<file path="src/rtl/v_alu_wb_packer_pkg.sv">
// Shared types for the ALU write-back packer: SEW codes, FSM states, write-request word.
package v_alu_wb_packer_pkg;
   localparam logic [2:0] SEW_8  = 3'b000;
   localparam logic [2:0] SEW_16 = 3'b001;
   localparam logic [2:0] SEW_32 = 3'b010;

   localparam int ALU_PIPE_DEPTH = 4;
   localparam int WB_ADDR_W      = 9;

   typedef enum logic [1:0] {ST_IDLE, ST_PACK, ST_DRAIN} wb_state_t;

   typedef struct packed {
      logic [WB_ADDR_W-1:0] addr;
      logic [31:0]          data;
      logic [3:0]           be;
   } wr_req_t;

   // Reserved encodings behave as 32-bit elements.
   function automatic logic [2:0] norm_sew(input logic [2:0] s);
      return (s == SEW_8 || s == SEW_16) ? s : SEW_32;
   endfunction
endpackage

</file>
<file path="src/rtl/v_alu_wb_packer_fifo.sv">
// Synchronous first-word-fall-through FIFO; head visible the cycle after push.
// Push while full is accepted only if a pop happens the same cycle, otherwise ignored.
module v_wb_fifo #(
   parameter int W     = 8,
   parameter int DEPTH = 8
) (
   input  logic                       clk,
   input  logic                       rstn,
   input  logic                       push_i,
   input  logic [W-1:0]               push_dat_i,
   input  logic                       pop_i,
   output logic [W-1:0]               pop_dat_o,
   output logic                       full_o,
   output logic                       empty_o,
   output logic [$clog2(DEPTH):0]     free_o
);
   localparam int AW = $clog2(DEPTH);
   localparam int CW = AW + 1;

   logic [W-1:0]  r_mem [DEPTH];
   logic [AW-1:0] r_wr;
   logic [AW-1:0] r_rd;
   logic [CW-1:0] r_cnt;
   logic          w_push;
   logic          w_pop;

   assign full_o    = (r_cnt == CW'(DEPTH));
   assign empty_o   = (r_cnt == '0);
   assign free_o    = CW'(DEPTH) - r_cnt;
   assign pop_dat_o = r_mem[r_rd];
   assign w_pop     = pop_i && !empty_o;
   assign w_push    = push_i && (!full_o || w_pop);

   always_ff @(posedge clk) begin
      if (w_push) r_mem[r_wr] <= push_dat_i;
   end

   always_ff @(posedge clk) begin
      if (!rstn) begin
         r_wr  <= '0;
         r_rd  <= '0;
         r_cnt <= '0;
      end else begin
         if (w_push) r_wr <= r_wr + AW'(1);
         if (w_pop)  r_rd <= r_rd + AW'(1);
         case ({w_push, w_pop})
            2'b10:   r_cnt <= r_cnt + CW'(1);
            2'b01:   r_cnt <= r_cnt - CW'(1);
            default: r_cnt <= r_cnt;
         endcase
      end
   end
endmodule

</file>
<file path="src/rtl/v_alu_wb_packer.sv">
// Packs ALU element results into addressed VRF words; completed word reaches wr_vld_o next cycle.
// Write port may stall; almost_full_o covers the ALU pipeline. WB_PACKER_MASK_EN adds mask_mode_i.
module v_alu_wb_packer
   import v_alu_wb_packer_pkg::*;
#(
   parameter int ADDR_W     = WB_ADDR_W,
   parameter int VL_W       = 12,
   parameter int FIFO_DEPTH = 8,
   parameter int AFULL_THR  = ALU_PIPE_DEPTH
) (
   input  logic              clk,
   input  logic              rstn,
   input  logic              start_i,
   input  logic [2:0]        sew_i,
   input  logic [VL_W-1:0]   vl_i,
   input  logic [ADDR_W-1:0] base_addr_i,
`ifdef WB_PACKER_MASK_EN
   input  logic              mask_mode_i,
`endif
   input  logic              res_vld_i,
   input  logic [31:0]       res_i,
   output logic              wr_vld_o,
   input  logic              wr_rdy_i,
   output logic [ADDR_W-1:0] wr_addr_o,
   output logic [31:0]       wr_data_o,
   output logic [3:0]        wr_be_o,
   output logic              almost_full_o,
   output logic              busy_o,
   output logic              done_o,
   output logic              ovf_o
);
   localparam int CNT_W = $clog2(FIFO_DEPTH) + 1;

   wb_state_t         r_state;
   logic [2:0]        r_sew;
   logic [VL_W-1:0]   r_vl;
   logic [VL_W-1:0]   r_cnt;
   logic [ADDR_W-1:0] r_addr;
   logic [4:0]        r_pos;
   logic [31:0]       r_pack;
   logic [3:0]        r_be;
   logic              r_done;
   logic              r_ovf;

   logic              w_mask;
   logic [31:0]       w_data;
   logic [3:0]        w_be;
   logic              w_pos_last;
   logic              w_last_elem;
   logic              w_complete;
   logic              w_drop;
   logic              w_pop;
   logic              w_full;
   logic              w_empty;
   logic [CNT_W-1:0]  w_free;
   wr_req_t           w_push_req;
   wr_req_t           w_head;

`ifdef WB_PACKER_MASK_EN
   logic r_mask;
   assign w_mask = r_mask;
`else
   assign w_mask = 1'b0;
`endif

   // Merge the incoming element into the word under construction.
   always_comb begin
      w_data     = r_pack;
      w_be       = r_be;
      w_pos_last = 1'b0;
      if (w_mask) begin
         w_data     = r_pack | (32'(res_i[0]) << r_pos);
         w_be       = r_be | (4'b0001 << r_pos[4:3]);
         w_pos_last = (r_pos == 5'd31);
      end else begin
         case (r_sew)
            SEW_8: begin
               w_data     = r_pack | (32'(res_i[7:0]) << {r_pos[1:0], 3'b000});
               w_be       = r_be | (4'b0001 << r_pos[1:0]);
               w_pos_last = (r_pos[1:0] == 2'd3);
            end
            SEW_16: begin
               w_data     = r_pack | (32'(res_i[15:0]) << {r_pos[0], 4'b0000});
               w_be       = r_be | (4'b0011 << {r_pos[0], 1'b0});
               w_pos_last = r_pos[0];
            end
            default: begin
               w_data     = res_i;
               w_be       = 4'hF;
               w_pos_last = 1'b1;
            end
         endcase
      end
   end

   assign w_last_elem = (r_cnt + VL_W'(1) == r_vl);
   assign w_complete  = (r_state == ST_PACK) && res_vld_i && (w_pos_last || w_last_elem);
   assign w_pop       = wr_vld_o && wr_rdy_i;
   assign w_drop      = w_complete && w_full && !w_pop;
   assign w_push_req  = '{addr: r_addr, data: w_data, be: w_be};

   always_ff @(posedge clk) begin
      if (!rstn) begin
         r_state <= ST_IDLE;
         r_sew   <= SEW_8;
         r_vl    <= '0;
         r_cnt   <= '0;
         r_addr  <= '0;
         r_pos   <= '0;
         r_pack  <= '0;
         r_be    <= '0;
         r_done  <= 1'b0;
         r_ovf   <= 1'b0;
`ifdef WB_PACKER_MASK_EN
         r_mask  <= 1'b0;
`endif
      end else begin
         r_done <= 1'b0;
         if (w_drop) r_ovf <= 1'b1;
         case (r_state)
            ST_IDLE: begin
               if (start_i) begin
                  r_sew  <= norm_sew(sew_i);
                  r_vl   <= vl_i;
                  r_addr <= base_addr_i;
                  r_cnt  <= '0;
                  r_pos  <= '0;
                  r_pack <= '0;
                  r_be   <= '0;
                  r_ovf  <= 1'b0;
`ifdef WB_PACKER_MASK_EN
                  r_mask <= mask_mode_i;
`endif
                  if (vl_i != '0) r_state <= ST_PACK;
                  else            r_done  <= 1'b1;
               end
            end
            ST_PACK: begin
               if (res_vld_i) begin
                  r_cnt <= r_cnt + VL_W'(1);
                  if (w_complete) begin
                     r_addr <= r_addr + ADDR_W'(1);
                     r_pos  <= '0;
                     r_pack <= '0;
                     r_be   <= '0;
                  end else begin
                     r_pos  <= r_pos + 5'd1;
                     r_pack <= w_data;
                     r_be   <= w_be;
                  end
                  if (w_last_elem) r_state <= ST_DRAIN;
               end
            end
            ST_DRAIN: begin
               if (res_vld_i) r_ovf <= 1'b1;
               if (w_empty) begin
                  r_done  <= 1'b1;
                  r_state <= ST_IDLE;
               end
            end
            default: r_state <= ST_IDLE;
         endcase
      end
   end

   v_wb_fifo #(
      .W     ($bits(wr_req_t)),
      .DEPTH (FIFO_DEPTH)
   ) u_fifo (
      .clk        (clk),
      .rstn       (rstn),
      .push_i     (w_complete),
      .push_dat_i (w_push_req),
      .pop_i      (w_pop),
      .pop_dat_o  (w_head),
      .full_o     (w_full),
      .empty_o    (w_empty),
      .free_o     (w_free)
   );

   // Gate the head so stale storage never shows on the bus.
   assign wr_vld_o      = !w_empty;
   assign wr_addr_o     = wr_vld_o ? w_head.addr : '0;
   assign wr_data_o     = wr_vld_o ? w_head.data : '0;
   assign wr_be_o       = wr_vld_o ? w_head.be   : '0;
   assign almost_full_o = (w_free <= CNT_W'(AFULL_THR));
   assign busy_o        = (r_state != ST_IDLE);
   assign done_o        = r_done;
   assign ovf_o         = r_ovf;
endmodule

</file>
<file path="config.mk">
export PLATFORM = sky130hd
export DESIGN_NAME = v_alu_wb_packer
export DESIGN_NICKNAME = d
export VERILOG_FILES = /design/src/rtl/v_alu_wb_packer_pkg.sv /design/src/rtl/v_alu_wb_packer_fifo.sv /design/src/rtl/v_alu_wb_packer.sv
export SDC_FILE = /design/constraint.sdc
export NUM_CORES = 1
export LEC_CHECK = 0
export CORE_MARGIN = 4
export CORE_UTILIZATION = 55
export CTS_BUF_LIST = sky130_fd_sc_hd__clkbuf_2 sky130_fd_sc_hd__clkbuf_4 sky130_fd_sc_hd__clkbuf_8
export CTS_CLUSTER_DIAMETER = 50
export DETAILED_ROUTE_END_ITERATION = 8
export GPL_TIMING_DRIVEN = 1
export PLACE_DENSITY = 0.73
export SYNTH_ARGS = -nofsm -noshare
export SYNTH_HDL_FRONTEND = slang
export SYNTH_SLANG_ARGS = --single-unit
</file>
<file path="constraint.sdc">
create_clock -name clk -period 22 [get_ports clk]
set_input_delay 6.6 -clock clk [delete_from_list [all_inputs] [get_ports clk]]
set_output_delay 6.6 -clock clk [all_outputs]
set_load 0.01 [all_outputs]
</file>
Yosys cells after proc, flatten, opt, wreduce, memory -nomap -nowiden
Memories as Yosys holds them, arrays and structs flattened. A register that Yosys moved wholly into a read port is not among the register bits.
Cells that the tools add are included.
Storage, ports and cells
  bits in writable memories: 360
  input port bits: 61
  memories: 1
  register bits: 91
  logic and storage cells: 116
Memory list
  u_fifo.r_mem: depth 8, width 45, rd ports 1, clocked after Yosys merged registers in 1, wr ports 1, line v_alu_wb_packer_fifo.sv:20  | logic [W-1:0] r_mem [DEPTH];
Cells by class
  shift operators: 4
  order comparisons: 1
  equality and inequality tests: 15
  bitwise operators: 4
  mux-type cells: 45
  reduce and logical (&&, ||, !) cells: 25
  add/subtract/negate cells: 8
Operators with widths (count)
  32-bit 2-to-1 mux: 4
  32-bit case mux with 2 select lines: 2
  32-bit OR: 2
  9-bit 2-to-1 mux: 4
  16-bit by 5-bit left shift with 32-bit output: 1
  8-bit by 5-bit left shift with 32-bit output: 1
  12-bit 2-to-1 mux: 2
  12-bit case mux with 2 select lines: 1
  4-bit case mux with 2 select lines: 3
  9-bit case mux with 2 select lines: 1
  4-bit 2-to-1 mux: 4
  5-bit 2-to-1 mux: 3
  12-bit by 1-bit adder with 12-bit output, second input constant: 1
  12-bit equality test: 1
  12-bit nonzero test: 1
  2-bit 2-to-1 mux: 5
  5-bit case mux with 2 select lines: 1
  9-bit by 1-bit adder with 9-bit output, second input constant: 1
  3-bit 2-to-1 mux: 3
  1-bit 2-to-1 mux: 8
  2-bit != test, second input constant: 4
  4-bit OR: 2
  1-bit logical AND: 7
  3-bit by 1-bit adder with 3-bit output, second input constant: 2
  other kinds (24): 38

Longest topological paths before layout
  depth after elaboration: 9
  gate-level depth with buffers: 16
  depth with buffers taken out: 14

Cells and area by module
From an unflattened synthesis, not the netlist that was laid out.
Second synthesis, totals
  cell total of the unflattened synthesis: 1223
  area, all modules: 19446.2 sq um
By module, submodules not included
  v_wb_fifo: cells an instance 602, times used 1, area each 14586.5 sq um
  v_alu_wb_packer: cells an instance 621, times used 1, area each 4859.7 sq um

Worst setup path after synthesis
No wires, ideal clock.
  path kind: input-to-reg
  start: in wr_rdy_i
  end: mem u_fifo.r_mem[1][0] in the netlist's numbering (enable)
  required time: 21.440 ns
  setup slack: 9.978 ns
  library setup time: 0.560 ns
  data arrival time: 11.462 ns
  stages on the path: 4
  buffers on the path: 1
  path through: nor2_1 > or3_1 > buf_2 > nor4_1
Between the ends
  word-level cells in the longest chain between the ends: 6
Ends and longest elaborated chain
  start, declared: line v_alu_wb_packer.sv:23  | input logic wr_rdy_i,
  1-bit logical AND: line v_alu_wb_packer.sv:98  | assign w_pop = wr_vld_o && wr_rdy_i;
  1-bit logical AND: line v_alu_wb_packer_fifo.sv:31  | assign w_pop = pop_i && !empty_o;
  1-bit logical OR: line v_alu_wb_packer_fifo.sv:32  | assign w_push = push_i && (!full_o || w_pop);
  1-bit logical AND: line v_alu_wb_packer_fifo.sv:32
  1-bit 2-to-1 mux: line v_alu_wb_packer_fifo.sv:35  | if (w_push) r_mem[r_wr] <= push_dat_i;
  1-bit 2-to-1 mux (implied by the code): line v_alu_wb_packer_fifo.sv:35
  end, declared: line v_alu_wb_packer_fifo.sv:20
Every way passes these cells.

==> run_results.csv <==
group,metric,value,unit
outcome,outcome,"complete, no violations",
clock_network,insertion_delay,0.59,ns
logic_synthesis,synth.avg_cell_area,15.9,um2
setup_path,critical_path_cell_count,5,
layout,area.growth.synth_to_final,16.6,%
logic_synthesis,yosysTopAreaCellShare,59.2,%
setup_path,cp-end-kind,"output port",
job,cap_violations,0,
timing,period_needed,10.44,ns
floorplan,dieArea,36200,um2
timing,timing.hold.ws,0.459,ns
layout,register_area,12600,um2
power_and_ir_drop,vdd_drop_max,43.9,uV
setup_path,critPathRequiredTime,15.40,ns
global_routing,grt_max_degree,67,
clock_network,clk_pin_slew,0.06,ns
logic_synthesis,synth_edf_count,360,
drt,viasPerCell,5.98,
placed_design,gp_congestion,0.858,
global_routing,grt_pass1_vias,10900,
layout,final_cells,1780,
clock_network,cts_tree,"done",
setup_path,worstSetupStartpointType,"register",
logic_synthesis,synth_area_leaders,"edfxtp_1 (59%), mux4_2 (11%), dfxtp_1 (10%)",
layout,nets,1357,
drt,dr.pass1.iters,7,
clock_network,cts_inserted_buffers,71,
clock_network,ctsResizeCount,0,
power_and_ir_drop,finalPower,1.86,mW
floorplan,placementRows,66,
layout,insertedDiodeCount,0,
setup_path,slowest_stage,"dfxtp_4",
timing,hold_viol_final,0,
logic_synthesis,yosys.area.top_type,"edfxtp_1",
logic_synthesis,synth_nets,1222,
floorplan,start_util,56.0,%
power_and_ir_drop,p_per_area,87.3,nW/um2
global_routing,grt_usage,22.6,%
worst_hold_path,hold_path_end,"r_be[0]",
logic_synthesis,ys_seq_area_share,69.1,%
power_and_ir_drop,leakage,6.93,nW
worst_hold_path,hold_path.startpoint,"r_be[0]",
drt,post_drt_wl_per_cell,22.7,um
timing,setup_ws,11.56,ns
worst_hold_path,hold_class,"reg -> reg",
layout,multiInputGateArea,5350,um2
layout,fillCellCount,2262,
logic_synthesis,yosys.cell_types.count,62,
clock_network,ctsHoldBuffers,0,
drt,drt-total-wl,40.4,mm
timing,maxSlewViolCount,0,
setup_path,regToRegSetupSlack,18.01,ns
timing,setup_viol,0,
setup_path,arrival,3.84,ns
logic_synthesis,async_flop_share,0,%
setup_path,path_cells,"buf_4 -> mux4_2 -> mux2i_1 -> nor2_1 -> clkdlybuf4s50_1",
timing,period_share,47.5,%
timing,worst_slew_pin_slew,1.26,ns
clock_network,cts_setup_buffers,0,
placed_design,placedCellCount,1654,
setup_path,crit_type,"reg -> out",
logic_synthesis,synth_area,18300,um2
placed_design,postPlaceCellArea,19900,um2
drt,ant_nets,0,
drt,first_iter_violations,1058,
floorplan,core,32600,um2
logic_synthesis,synthFlopType,"edfxtp_1",
layout,final_area,21300,um2
drt,num_vias,10600,
logic_synthesis,yosys_warnings,0,
placed_design,place_ws,12.01,ns
timing,rsz0062_at_grt,"false",
drt,drc_errors,0,
timing,final.setup.tns,0,ns
setup_path,rr_startpoint,"r_cnt[0]",
timing,fmax,0.0958,GHz
setup_path,critPathMaxFanout,46,
setup_path,ff2ff_path_depth,9,
clock_network,root_buffer,"clkbuf_8",
clock_network,clockBufferDepth,3,
floorplan,die_h,190,um
global_routing,grt_pass1_wl,62.7,mm
logic_synthesis,postSynthCellCount,1150,
timing,skew,0.0247,ns
global_routing,grt_overflow,0,
worst_hold_path,hold_depth,2,
global_routing,antenna_found_initial,0,
setup_path,slowest_delay,0.96,ns
floorplan,ios,111,
layout,finalCoreUtilization,65.3,%
placed_design,dp_hpwl,23.9,mm
placed_design,io_buffers,110,
clock_network,clkSinkCount,451,
setup_path,r2r_end,"u_fifo.r_mem[4][7]",
setup_path,crit_family,"buffers and inverters",
logic_synthesis,synth_seq_cells,451,
floorplan,fp.dieW,190,um
layout,drive_gt1_share,18.9,%
timing,relSlewSlack,16.1,%
setup_path,path_buf_inv,2,
clock_network,cts_max_level,3,
registers in the layout, indices dropped and copies added, names as in the netlist, named ones only:
name / cells
done_o: 1
r_pack: 32
r_state: 2
r_be: 4
r_vl: 12
u_fifo.r_mem: 360
r_addr: 9
r_pos: 2
ovf_o: 1
r_sew: 3
u_fifo.r_rd: 3
r_cnt: 12
u_fifo.r_cnt: 4
u_fifo.r_wr: 3
cell families after synthesis:
logic type | share of synthesized area (%)
simple gates | 6.63
buf+inv | 1.92
fa+ha+maj | 0.753
compound gates | 6.95
xor+xnor | 0.815
flops | 69.1
mux | 13.8
cell usage in the layout (no fill, tap or decap), types with 4 or more instances in the layout:
cell type / Yosys / layout
edfxtp_1: 360 / 360
clkdlybuf4s50_1: 0 / 110
nor2_1: 94 / 90
mux4_2: 90 / 90
dfxtp_1: 91 / 88
clkbuf_8: 0 / 81
nand2_1: 77 / 77
a21oi_1: 73 / 73
mux2i_1: 49 / 49
a22o_1: 34 / 34
clkbuf_4: 0 / 34
o21ai_0: 27 / 27
inv_1: 19 / 19
buf_4: 2 / 19
nor3_1: 14 / 11
ha_1: 11 / 11
nand3_1: 9 / 9
xnor2_1: 9 / 9
a221oi_1: 9 / 9
xor2_1: 8 / 8
a222oi_1: 8 / 8
and3_1: 7 / 7
or3_1: 7 / 7
o32ai_1: 6 / 6
nor2b_1: 5 / 5
and2_1: 5 / 5
nand4_1: 5 / 5
nor4_1: 7 / 5
clkinv_1: 0 / 5
and4_1: 4 / 4
nand2b_1: 4 / 4
layout make-up:
cell class | count | share of cell area (%)
flip-flops and latches | 451 | 59.4
multi-input cells | 613 | 25.1
clock buffers | 115 | 6.43
repair buffers | 129 | 5.84
well taps | 442 | 2.60
inverters | 19 | 0.335
clock inverters | 11 | 0.288
report_power, final:
group	internal [mW]	switching, mW	total [mW]
sequential	0.938	0.0186	0.957
clock	0.393	0.306	0.699
combinational	0.0976	0.105	0.203
total	1.43	0.430	1.86
per-layer routing:
layer | global-route usage, % | share of wire (%)
met1 | 30.7 | 42
met3 | 4.10 | 5.6
met2 | 37.7 | 50
met4 | 7.10 | 2.5
met5 | 0 | 0
synth_stat cells (all sizes together), types with 2 or more instances:
master,count
ha,11
mux2i,49
a22o,34
or2,2
a31oi,3
nand3b,2
o32ai,6
clkbuf,44
inv,19
edfxtp,360
nand3,10
and2,7
o21ai,30
or3,7
a21oi,74
nand2,77
mux4,90
a221oi,9
a21o,2
nor4,7
xor2,8
a211oi,3
dfxtp,91
nor3,14
and3,7
nor2,94
a211o,3
nand2b,4
o211ai,3
o31ai,3
xnor2,9
buf,23
and4,4
nor2b,5
nand4,6
or4,3
a22oi,3
nor4b,2
a222oi,8
nor3b,3
a311oi,2
tightest hold or removal path, cell delays in order, from the launching register on:
cell and delay [ns]:
dfxtp_1 0.31, nand2_1 0.05, a21oi_1 0.05
worst max path at each step:
stage	from	slack (ns)	end
6_report	register	11.56	wr_addr_o[8]
5_1_grt	register	11.15	wr_addr_o[8]
4_1_cts	register	11.39	wr_addr_o[8]
3_5_place_dp	res_vld_i	12.01	u_fifo.r_mem[4][7]
3_3_place_gp	register	12.02	wr_data_o[9]
2_1_floorplan	wr_rdy_i	9.98	u_fifo.r_mem[1][0]
Note: power is estimated with default switching activity, not from simulation.
